**src/rtl/hazard_ctrl.sv**
```systemverilog
`default_nettype none
// ============================================================================
// Module      : hazard_ctrl
// Description : Hazard/stall controller beside the ID stage. It detects RAW
//               hazards against N_WB in-flight writer stages, with an optional
//               forwarding mode. It holds fetch for a bounded branch-resolution
//               window and interlocks ID behind a multi-cycle mul/div op. It
//               also keeps a saturating count of IF stall cycles.
// Revision    : 1.0 - initial release
// ----------------------------------------------------------------------------
// Ports
//   clk            in   rising-edge clock
//   rst_n          in   synchronous reset, active low
//   id_valid_i     in   valid instruction in ID
//   id_rs_i/rt_i   in   ID source register addresses
//   id_use_rs_i/rt in   ID instruction reads rs / rt
//   id_branch_i    in   ID instruction is a conditional branch
//   id_md_i        in   ID instruction is mul/div
//   wr_en_i        in   per-stage RegWr (index 0 = EX ... N_WB-1 = WB)
//   wr_rw_i        in   per-stage destination, stage j at [j*REG_W +: REG_W]
//   wr_load_i      in   per-stage instruction is a load
//   br_resolved_i  in   EX reports the branch outcome this cycle
//   br_taken_i     in   outcome, qualified by br_resolved_i
//   if_stall_o     out  hold PC and IF/ID register
//   id_stall_o     out  hold ID
//   ex_bubble_o    out  inject nop into ID/EX
//   if_flush_o     out  squash IF/ID contents
//   md_busy_o      out  mul/div unit occupied
//   stall_cnt_o    out  saturating count of cycles with if_stall_o=1
// ============================================================================
module hazard_ctrl #(
    parameter int unsigned REG_W      = 5,
    parameter int unsigned N_WB       = 3,
    parameter int unsigned BR_PENALTY = 2,
    parameter int unsigned MD_LAT     = 4,
    parameter int unsigned FWD_EN     = 0,
    parameter int unsigned CNT_W      = 16
) (
    input  logic                    clk,
    input  logic                    rst_n,
    input  logic                    id_valid_i,
    input  logic [REG_W-1:0]        id_rs_i,
    input  logic [REG_W-1:0]        id_rt_i,
    input  logic                    id_use_rs_i,
    input  logic                    id_use_rt_i,
    input  logic                    id_branch_i,
    input  logic                    id_md_i,
    input  logic [N_WB-1:0]         wr_en_i,
    input  logic [N_WB*REG_W-1:0]   wr_rw_i,
    input  logic [N_WB-1:0]         wr_load_i,
    input  logic                    br_resolved_i,
    input  logic                    br_taken_i,
    output logic                    if_stall_o,
    output logic                    id_stall_o,
    output logic                    ex_bubble_o,
    output logic                    if_flush_o,
    output logic                    md_busy_o,
    output logic [CNT_W-1:0]        stall_cnt_o
);

    localparam int unsigned c_cnt_max = (BR_PENALTY > MD_LAT) ? BR_PENALTY : MD_LAT;
    localparam int unsigned c_cnt_w   = $clog2(c_cnt_max + 1);

    typedef logic [c_cnt_w-1:0] cnt_t;

    localparam cnt_t c_br_load = cnt_t'(BR_PENALTY - 1);
    localparam cnt_t c_md_load = cnt_t'(MD_LAT - 1);

    typedef enum logic [1:0] {
        IDLE    = 2'd0,
        BR_WAIT = 2'd1,
        MD_BUSY = 2'd2
    } state_t;

    state_t           state_q, state_d;
    cnt_t             cnt_q, cnt_d;
    logic [CNT_W-1:0] stall_cnt_q;

    logic [N_WB-1:0]  w_match;
    logic             w_dhaz;
    logic             w_flush;
    logic             w_id_stall;
    logic             w_if_stall;
    logic             w_unused;

    // Per-stage RAW match; register 0 is hardwired zero and never hazards.
    for (genvar j = 0; j < N_WB; j++) begin : g_match
        logic [REG_W-1:0] w_rw;
        assign w_rw       = wr_rw_i[j*REG_W +: REG_W];
        assign w_match[j] = id_valid_i & wr_en_i[j] & (w_rw != '0) &
                            ((id_use_rs_i & (id_rs_i == w_rw)) |
                             (id_use_rt_i & (id_rt_i == w_rw)));
    end

    // With forwarding, only a load still in EX cannot be bypassed in time.
    if (FWD_EN == 0) begin : g_nofwd
        assign w_dhaz = |w_match;
    end else begin : g_fwd
        assign w_dhaz = w_match[0] & wr_load_i[0];
    end

    // Inputs not consumed in every configuration.
    assign w_unused = ^{wr_load_i, w_match};

    always_comb begin
        state_d = state_q;
        cnt_d   = cnt_q;
        w_flush = 1'b0;
        case (state_q)
            IDLE: begin
                // A hazarded branch/md stays in ID and issues once dhaz clears.
                if (id_valid_i && !w_dhaz) begin
                    if (id_branch_i) begin
                        state_d = BR_WAIT;
                        cnt_d   = c_br_load;
                    end else if (id_md_i) begin
                        state_d = MD_BUSY;
                        cnt_d   = c_md_load;
                    end
                end
            end
            BR_WAIT: begin
                w_flush = br_resolved_i & br_taken_i;
                if (br_resolved_i || (cnt_q == '0)) begin
                    state_d = IDLE;
                end else begin
                    cnt_d = cnt_q - cnt_t'(1);
                end
            end
            MD_BUSY: begin
                if (cnt_q == '0) begin
                    state_d = IDLE;
                end else begin
                    cnt_d = cnt_q - cnt_t'(1);
                end
            end
            default: begin
                state_d = IDLE;
                cnt_d   = '0;
            end
        endcase
    end

    // Outputs are forced low while reset is asserted.
    assign w_id_stall = rst_n & (w_dhaz | ((state_q == MD_BUSY) & id_valid_i));
    assign w_if_stall = w_id_stall | (rst_n & (state_q == BR_WAIT));

    always_ff @(posedge clk) begin
        if (!rst_n) begin
            state_q     <= IDLE;
            cnt_q       <= '0;
            stall_cnt_q <= '0;
        end else begin
            state_q <= state_d;
            cnt_q   <= cnt_d;
            if (w_if_stall && (stall_cnt_q != {CNT_W{1'b1}})) begin
                stall_cnt_q <= stall_cnt_q + CNT_W'(1);
            end
        end
    end

    assign id_stall_o  = w_id_stall;
    assign ex_bubble_o = w_id_stall;
    assign if_stall_o  = w_if_stall;
    assign if_flush_o  = rst_n & w_flush;
    assign md_busy_o   = rst_n & (state_q == MD_BUSY);
    assign stall_cnt_o = stall_cnt_q;

endmodule
`default_nettype wire
```
**config.mk**
```make
export PLATFORM = sky130hd
export DESIGN_NAME = hazard_ctrl
export DESIGN_NICKNAME = d
export VERILOG_FILES = /design/src/rtl/hazard_ctrl.sv
export SDC_FILE = /design/constraint.sdc
export NUM_CORES = 1
export LEC_CHECK = 0
export BUFFER_PORTS_ARGS = -buffer_cell sky130_fd_sc_hd__buf_2
export CAP_MARGIN = 20
export CELL_PAD_IN_SITES_DETAIL_PLACEMENT = 0
export CELL_PAD_IN_SITES_GLOBAL_PLACEMENT = 2
export CORE_MARGIN = 5
export CORE_UTILIZATION = 30
export DETAILED_ROUTE_END_ITERATION = 16
export GPL_TIMING_DRIVEN = 1
export MAX_ROUTING_LAYER = met4
export PLACE_DENSITY = 0.88
export SLEW_MARGIN = 20
export SYNTH_ARGS = -nofsm -noshare
export SYNTH_HDL_FRONTEND = slang
export SYNTH_SLANG_ARGS = --single-unit
```
**constraint.sdc**
```tcl
create_clock -name clk -period 4.8 [get_ports clk]
set_input_delay 0.96 -clock clk [delete_from_list [all_inputs] [get_ports clk]]
set_output_delay 0.96 -clock clk [all_outputs]
set_load 0.05 [all_outputs]
```
==> out/qor.yml, run 1 <==
tightest_slew_ns: 0.3571
cts.repair_timing.setup_buffer_count: 0
cts-htree-levels: 1
critPathRequiredTime_ns: 3.84
crit_top_cell: "buf_2"
wirelength_mm: 3.958
antenna_found_initial: 0
netlist_area_mm2: 0.001642
cpPeakStageDelay_ns: 0.30
die_x_um: 83.97
yosysWarnings: 0
setup_violations: 0
antenna_left: 0
syn_area_per_cell_um2: 8.418
post_synth_xor_area_fraction_pct: 17.61
timing.final.crit_share_pct: 75.12
die_h_um: 83.97
wire_per_inst_um: 12.22
synthSimpleGateAreaFrac_pct: 27.29
use_met3_pct: 2.665
r2r-start: "stall_cnt_o[0]"
avgViaCountPerCell: 4.694
postCtsHoldBufs: 0
io_pins: 61
finalClockSkew_ns: 0.003056
cts_buffer_depth: 2
antennaDiodeCount: 0
p_total_mw: 0.4255
clk_pin_slew_ns: 0.08
root_buffer: "clkbuf_8"
synth_ff_type: "dfxtp_1"
rsz0062_at_grt: "no"
slew_headroom_pct: 76.14
peakVddDrop_v: 0.00009776
timing.setup.tns_ns: 0
final_hold_viol_count: 0
drive_gt1_share_pct: 28.57
muxShareOfSynthArea_pct: 9.146
grt_use_met1_pct: 15.12
synth_top_family_by_area: "simple AND/OR/NAND/NOR gates"
r2r_end: "stall_cnt_o[3]"
critical_path_class: "input port to output port"
hpwl_mm: 3.249
rows: 27
place.gp.congestion: 0.8088
worstPathCellList: "buf_2 -> xor2_1 -> nor4_1 -> and3_2 -> o221ai_2 -> a21bo_2 -> a21boi_0 -> buf_2"
hold_class: "flop to flop"
busiest_layer: "met2"
setup_ws_ns: 1.194
post-synth-top-count-cell: "nand2_1"
drt_first_pass_iters: 4
clock.fmax_mhz: 277.3
cp-start-kind: "input port"
final_util_pct: 37.75
end_kind: "output port"
startpoint: "id_rs_i[2]"
synthToLayoutAreaGrowth_pct: 24.31
grt_overflow_total: 0
synthArstFlopShare_pct: 0
critPathMaxFanout: 4
synth_edf_count: 0
synth_common_cells: "nand2_1 (31), xnor2_1 (22), dfxtp_1 (21)"
dieArea_mm2: 0.007051
period_minus_slack_ns: 3.606
drt_iter0_drc: 28
grt_use_total_pct: 11.71
ys_ff_latch: 21
final_nets: 300
worstPathArrival_ns: 2.65
reg2reg_depth: 8
drc: 0
crit_slowest_cell: "buf_2"
initial_utilization_pct: 30.37
status: "finished clean"
synth_top_area_cell: "dfxtp_1"
cts_tree: "yes"
fillers: 602
dpl.cell_count: 320
core-area_mm2: 0.005405
syn_inst: 195
cts-buffers-inserted: 3
layoutNonFillerInstCount: 324
synth-compound-area-share_pct: 12.04
synth_seq_area_share_pct: 25.61
grt_pass1_vias: 1470
synth.net_count: 242
synth_cell_types: 37
grt_max_degree: 32
p_leak_nw: 0.9887
detailroute.via_count: 1521
slew_viol_final: 0
clock_sinks: 21
yosys.area_share.adder_pct: 5.335
synth_area_leaders: "dfxtp_1 (26%), xnor2_1 (12%), mux2i_1 (9.1%), nand2_1 (7.1%), xor2_1 (5.9%)"
cts_resized: 0
clock_latency_ns: 0.26
grt_first_pass_wirelength_mm: 6.720
dp_slack_ns: 1.163
cap_violations: 0
grt_use_met2_pct: 18.44
power_density_mw_per_mm2: 208.5
io_buffers: 57
reg2reg_slack_ns: 2.78
endpoint: "if_stall_o"
netlist.area_leader.share_pct: 25.61
-- state kept, by name, indices dropped and copies added (netlist names) --
signal       flops
state_q          2
stall_cnt_o     16
cnt_q            3
-- worst max-delay path, delay by kind of cell --
family | cells | cell delay [ns]
compound gates | 3 | 0.60
buf+inv | 2 | 0.43
simple gates | 2 | 0.49
xor+xnor | 1 | 0.16
-- routing by layer --
layer	wire length [µm]	vias up
met5	0	-
met3	230	6
met1	1958	679
met2	1723	40
met4	45	0
li1	-	796
-- through the flow --
stage | instance area, µm² | hold slack (ns)
finish | 2041 | 0.4818
global route | 2041 | 0.5131
CTS | 2041 | 0.4863
detailed placement | 1994 | 0.4673
global placement | 1994 | 0.4636
floorplan | 1642 | 0.4826
-- layout make-up --
class | count | area [µm²] | area share [%]
inverters | 5 | 18.77 | 0.9197
well taps | 72 | 90.09 | 4.414
multi-input cells | 164 | 1172 | 57.45
clock inverters | 1 | 5.005 | 0.2452
repair buffers | 58 | 292.8 | 14.35
clock buffers | 3 | 41.29 | 2.023
flip-flops and latches | 21 | 420.4 | 20.60
-- worst min-delay path by stage --
stage,from,end,slack [ns],depth (start not counted)
2_1_floorplan,cnt_q[0],cnt_q[0],0.48,2
3_3_place_gp,stall_cnt_o[4],stall_cnt_o[4],0.46,1
3_5_place_dp,stall_cnt_o[4],stall_cnt_o[4],0.47,1
4_1_cts,stall_cnt_o[14],stall_cnt_o[14],0.49,2
5_1_grt,stall_cnt_o[10],stall_cnt_o[10],0.51,2
6_report,stall_cnt_o[4],stall_cnt_o[4],0.48,1
-- power by group --
part / switching, mW / internal (mW) / total, mW
sequential: 0.00440 / 0.180 / 0.184
combinational: 0.0673 / 0.0549 / 0.122
clock: 0.0612 / 0.0579 / 0.119
total: 0.133 / 0.293 / 0.425
-- cell usage in the layout (no fill, tap or decap), drive strengths merged --
| master | n |
|---|---|
| buf | 58 |
| nand2 | 31 |
| xnor2 | 22 |
| dfxtp | 21 |
| mux2i | 15 |
| xor2 | 11 |
| nand4 | 10 |
| nand2b | 9 |
| and3 | 9 |
| a21oi | 8 |
| ha | 7 |
| inv | 5 |
| nand3 | 5 |
| nor2b | 5 |
| nor2 | 4 |
| a21boi | 3 |
| and2 | 3 |
| clkbuf | 3 |
| o22ai | 2 |
| or3 | 2 |
| o311a | 2 |
| nor4 | 2 |
| a21bo | 2 |
| o21ai | 2 |
| a22oi | 2 |
| or4 | 1 |
| o221ai | 1 |
| and2b | 1 |
| o2111ai | 1 |
| or2b | 1 |
| nor3 | 1 |
| and4b | 1 |
| o21a | 1 |
| clkinv | 1 |
-- kinds of logic (layout without fill, tap and decap cells) --
family / Yosys count / count (layout)
and+or+nand+nor: 85 / 85
adders and majority gates: 7 / 7
muxes: 15 / 15
DFF: 21 / 21
buffers and inverters: 10 / 67
AOI/OAI and AO/OA: 24 / 24
xor gates and xnor gates: 33 / 33
Power figures use the tool's default switching activity.
==> run 2: changes to the inputs <==
--- a/config.mk
+++ b/config.mk
@@ -10,11 +10,11 @@
 export CELL_PAD_IN_SITES_DETAIL_PLACEMENT = 0
 export CELL_PAD_IN_SITES_GLOBAL_PLACEMENT = 2
 export CORE_MARGIN = 5
-export CORE_UTILIZATION = 30
+export CORE_UTILIZATION = 28
 export DETAILED_ROUTE_END_ITERATION = 16
 export GPL_TIMING_DRIVEN = 1
 export MAX_ROUTING_LAYER = met4
-export PLACE_DENSITY = 0.88
+export PLACE_DENSITY = 0.83
 export SLEW_MARGIN = 20
 export SYNTH_ARGS = -nofsm -noshare
 export SYNTH_HDL_FRONTEND = slang
==> constraint.sdc (replaced) <==
create_clock -name clk -period 3.7 [get_ports clk]
set_input_delay 0.74 -clock clk [delete_from_list [all_inputs] [get_ports clk]]
set_output_delay 0.74 -clock clk [all_outputs]
set_load 0.05 [all_outputs]
==> run 2 against run 1 <==
Die area rose by 6.3%. Clock power up 31%. Cell count did not move. Final area unchanged. First-iteration DRC count grew 36%. Non-clock buffer count unchanged. Wire length grew 6.3%. Global-route usage fell by 0.17 points. Sequential power up 30%. Core utilization is 1.4 points lower. Critical endpoint unchanged. Highest routed layer unchanged.
==> out/qor.yml, run 2 (synthesized netlist as in run 1, its figures left out) <==
cts_tree: "yes"
slew_viol_final: 0  # unchanged
grt_overflow_total: 0  # unchanged
clk_pin_slew_ns: 0.08  # about the same
power_density_mw_per_mm2: 272.0  # +30%
layoutNonFillerInstCount: 324  # unchanged
cts-htree-levels: 1  # unchanged
rows: 27  # unchanged
drive_gt1_share_pct: 28.57  # unchanged
finalClockSkew_ns: 0.006753  # +0.003697 ns
cp-start-kind: "input port"
antennaDiodeCount: 0  # unchanged
timing.setup.tns_ns: 0  # unchanged
core-area_mm2: 0.005608  # +3.8%
synthToLayoutAreaGrowth_pct: 24.31  # unchanged
die_h_um: 86.57  # +3.1%
clock_power_share_pct: 28.1  # about the same
avgViaCountPerCell: 4.636  # -1.2%
status: "finished clean"
grt_use_total_pct: 11.54  # -0.17 points
setup_violations: 0  # unchanged
period_minus_slack_ns: 3.227
cap_violations: 0  # unchanged
peakVddDrop_v: 0.0001960  # +100%
clock_sinks: 21  # unchanged
cts-buffers-inserted: 3  # unchanged
drt_first_pass_iters: 4  # unchanged
timing.hold.ws_ns: 0.4830  # +0.001278 ns
postCtsHoldBufs: 0  # unchanged
largest_reg_flops: 16  # unchanged
grt_max_degree: 33  # +3.1%
initial_utilization_pct: 29.27  # -1.1 points
slew_headroom_pct: 75.79  # -0.35 points
rsz0062_at_grt: "no"
place.gp.congestion: 0.7685  # -5.0%
hold_class: "flop to flop"
critPathRequiredTime_ns: 2.96  # -0.88 ns
grt_first_pass_wirelength_mm: 6.817  # +1.4%
final_nets: 300  # unchanged
root_buffer: "clkbuf_8"
critical_path_class: "input port to output port"
hpwl_mm: 3.377  # +4.0%
cts_resized: 0  # unchanged
tightest_slew_ns: 0.3623  # +0.005173 ns
antenna_left: 0  # unchanged
mostFrequentLayoutCells: "buf_2 (57), nand2_1 (31), xnor2_1 (22)"
swShare_pct: 31.57  # +0.34 points
detailroute.via_count: 1502  # -1.2%
p_int_mw: 0.3798  # +30%
worstPathArrival_ns: 2.49  # -0.16 ns
io_buffers: 57  # unchanged
timing.final.crit_share_pct: 87.22
dpl.cell_count: 320  # unchanged
antenna_found_initial: 0  # unchanged
pwr-share-comb_pct: 28.8  # about the same
end_kind: "output port"
io_pins: 61  # unchanged
p_seq_share_pct: 43.1  # -0.2 points
final_common_cell: "buf_2"
wire_per_inst_um: 12.98  # +6.3%
cts.repair_timing.setup_buffer_count: 0  # unchanged
p_leak_nw: 0.9892  # about the same
cts_buffer_depth: 2  # unchanged
clock.fmax_mhz: 309.9
drc: 0  # unchanged
clock_latency_ns: 0.27  # about the same
wirelength_mm: 4.206  # +6.3%
dieArea_mm2: 0.007494  # +6.3%
drt_iter0_drc: 38  # +36%
grt_pass1_vias: 1452  # -1.2%
power_switching_mw: 0.1752  # +32%
die_x_um: 86.57  # +3.1%
final_hold_viol_count: 0  # unchanged
critPathMaxFanout: 4  # unchanged
## run 2: layout make-up
| class | count | area (µm²) |
|---|---|---|
| multi-input cells | 164 | 1172 |
| inverters | 5 | 18.77 |
| clock inverters | 1 | 5.005 |
| repair buffers | 58 | 292.8 |
| flip-flops and latches | 21 | 420.4 |
| fillers | 628 | 3567 |
| clock buffers | 3 | 41.29 |
| well taps | 72 | 90.09 |
## run 2: path summary, 6_finish.rpt
kind,start,endpoint,slack [ns],cells after the start
worst max-delay path,id_rs_i[2],if_stall_o,0.47,8
worst min-delay path,stall_cnt_o[8],stall_cnt_o[8],0.48,2
worst max register to register,stall_cnt_o[0],stall_cnt_o[14],1.68,8
worst min register to register,stall_cnt_o[8],stall_cnt_o[8],0.48,2
## run 2: critical path: stages
cell	delay, ns
buf_2	0.13
xor2_1	0.16
nor4_1	0.29
and3_2	0.23
o221ai_2	0.14
a21bo_2	0.27
a21boi_0	0.21
buf_2	0.30
## run 2: metal layers
metal | GRT usage, % | vias up | part of all wire, %
met5 | - | - | 0
met4 | 3.399 | 0 | 1.3
met3 | 1.901 | 5 | 5.8
met2 | 17.45 | 38 | 43
met1 | 15.74 | 669 | 50
li1 | - | 790 | -
## run 2: through the flow
stage                     worst slack, ns  instance area [µm²]  utilization [%]  total power [mW]
after floorplan                    0.1724                 1642                -            0.3511
after global placement             0.4523                 1994            35.56            0.4051
after detailed placement           0.4625                 1994            35.56            0.4057
after CTS                          0.4556                 2041            36.39            0.5647
after global routing               0.3551                 2041            36.39            0.5895
final                              0.4729                 2041            36.39            0.5550
## run 2: power groups by stage
stage | Sequential, mW | Combinational, mW | Clock (mW)
after floorplan | 0.249 | 0.102 | 0
after detailed placement | 0.245 | 0.161 | 0
after global routing | 0.241 | 0.177 | 0.172
after CTS | 0.239 | 0.162 | 0.164
final | 0.239 | 0.160 | 0.156
after global placement | 0.244 | 0.161 | 0
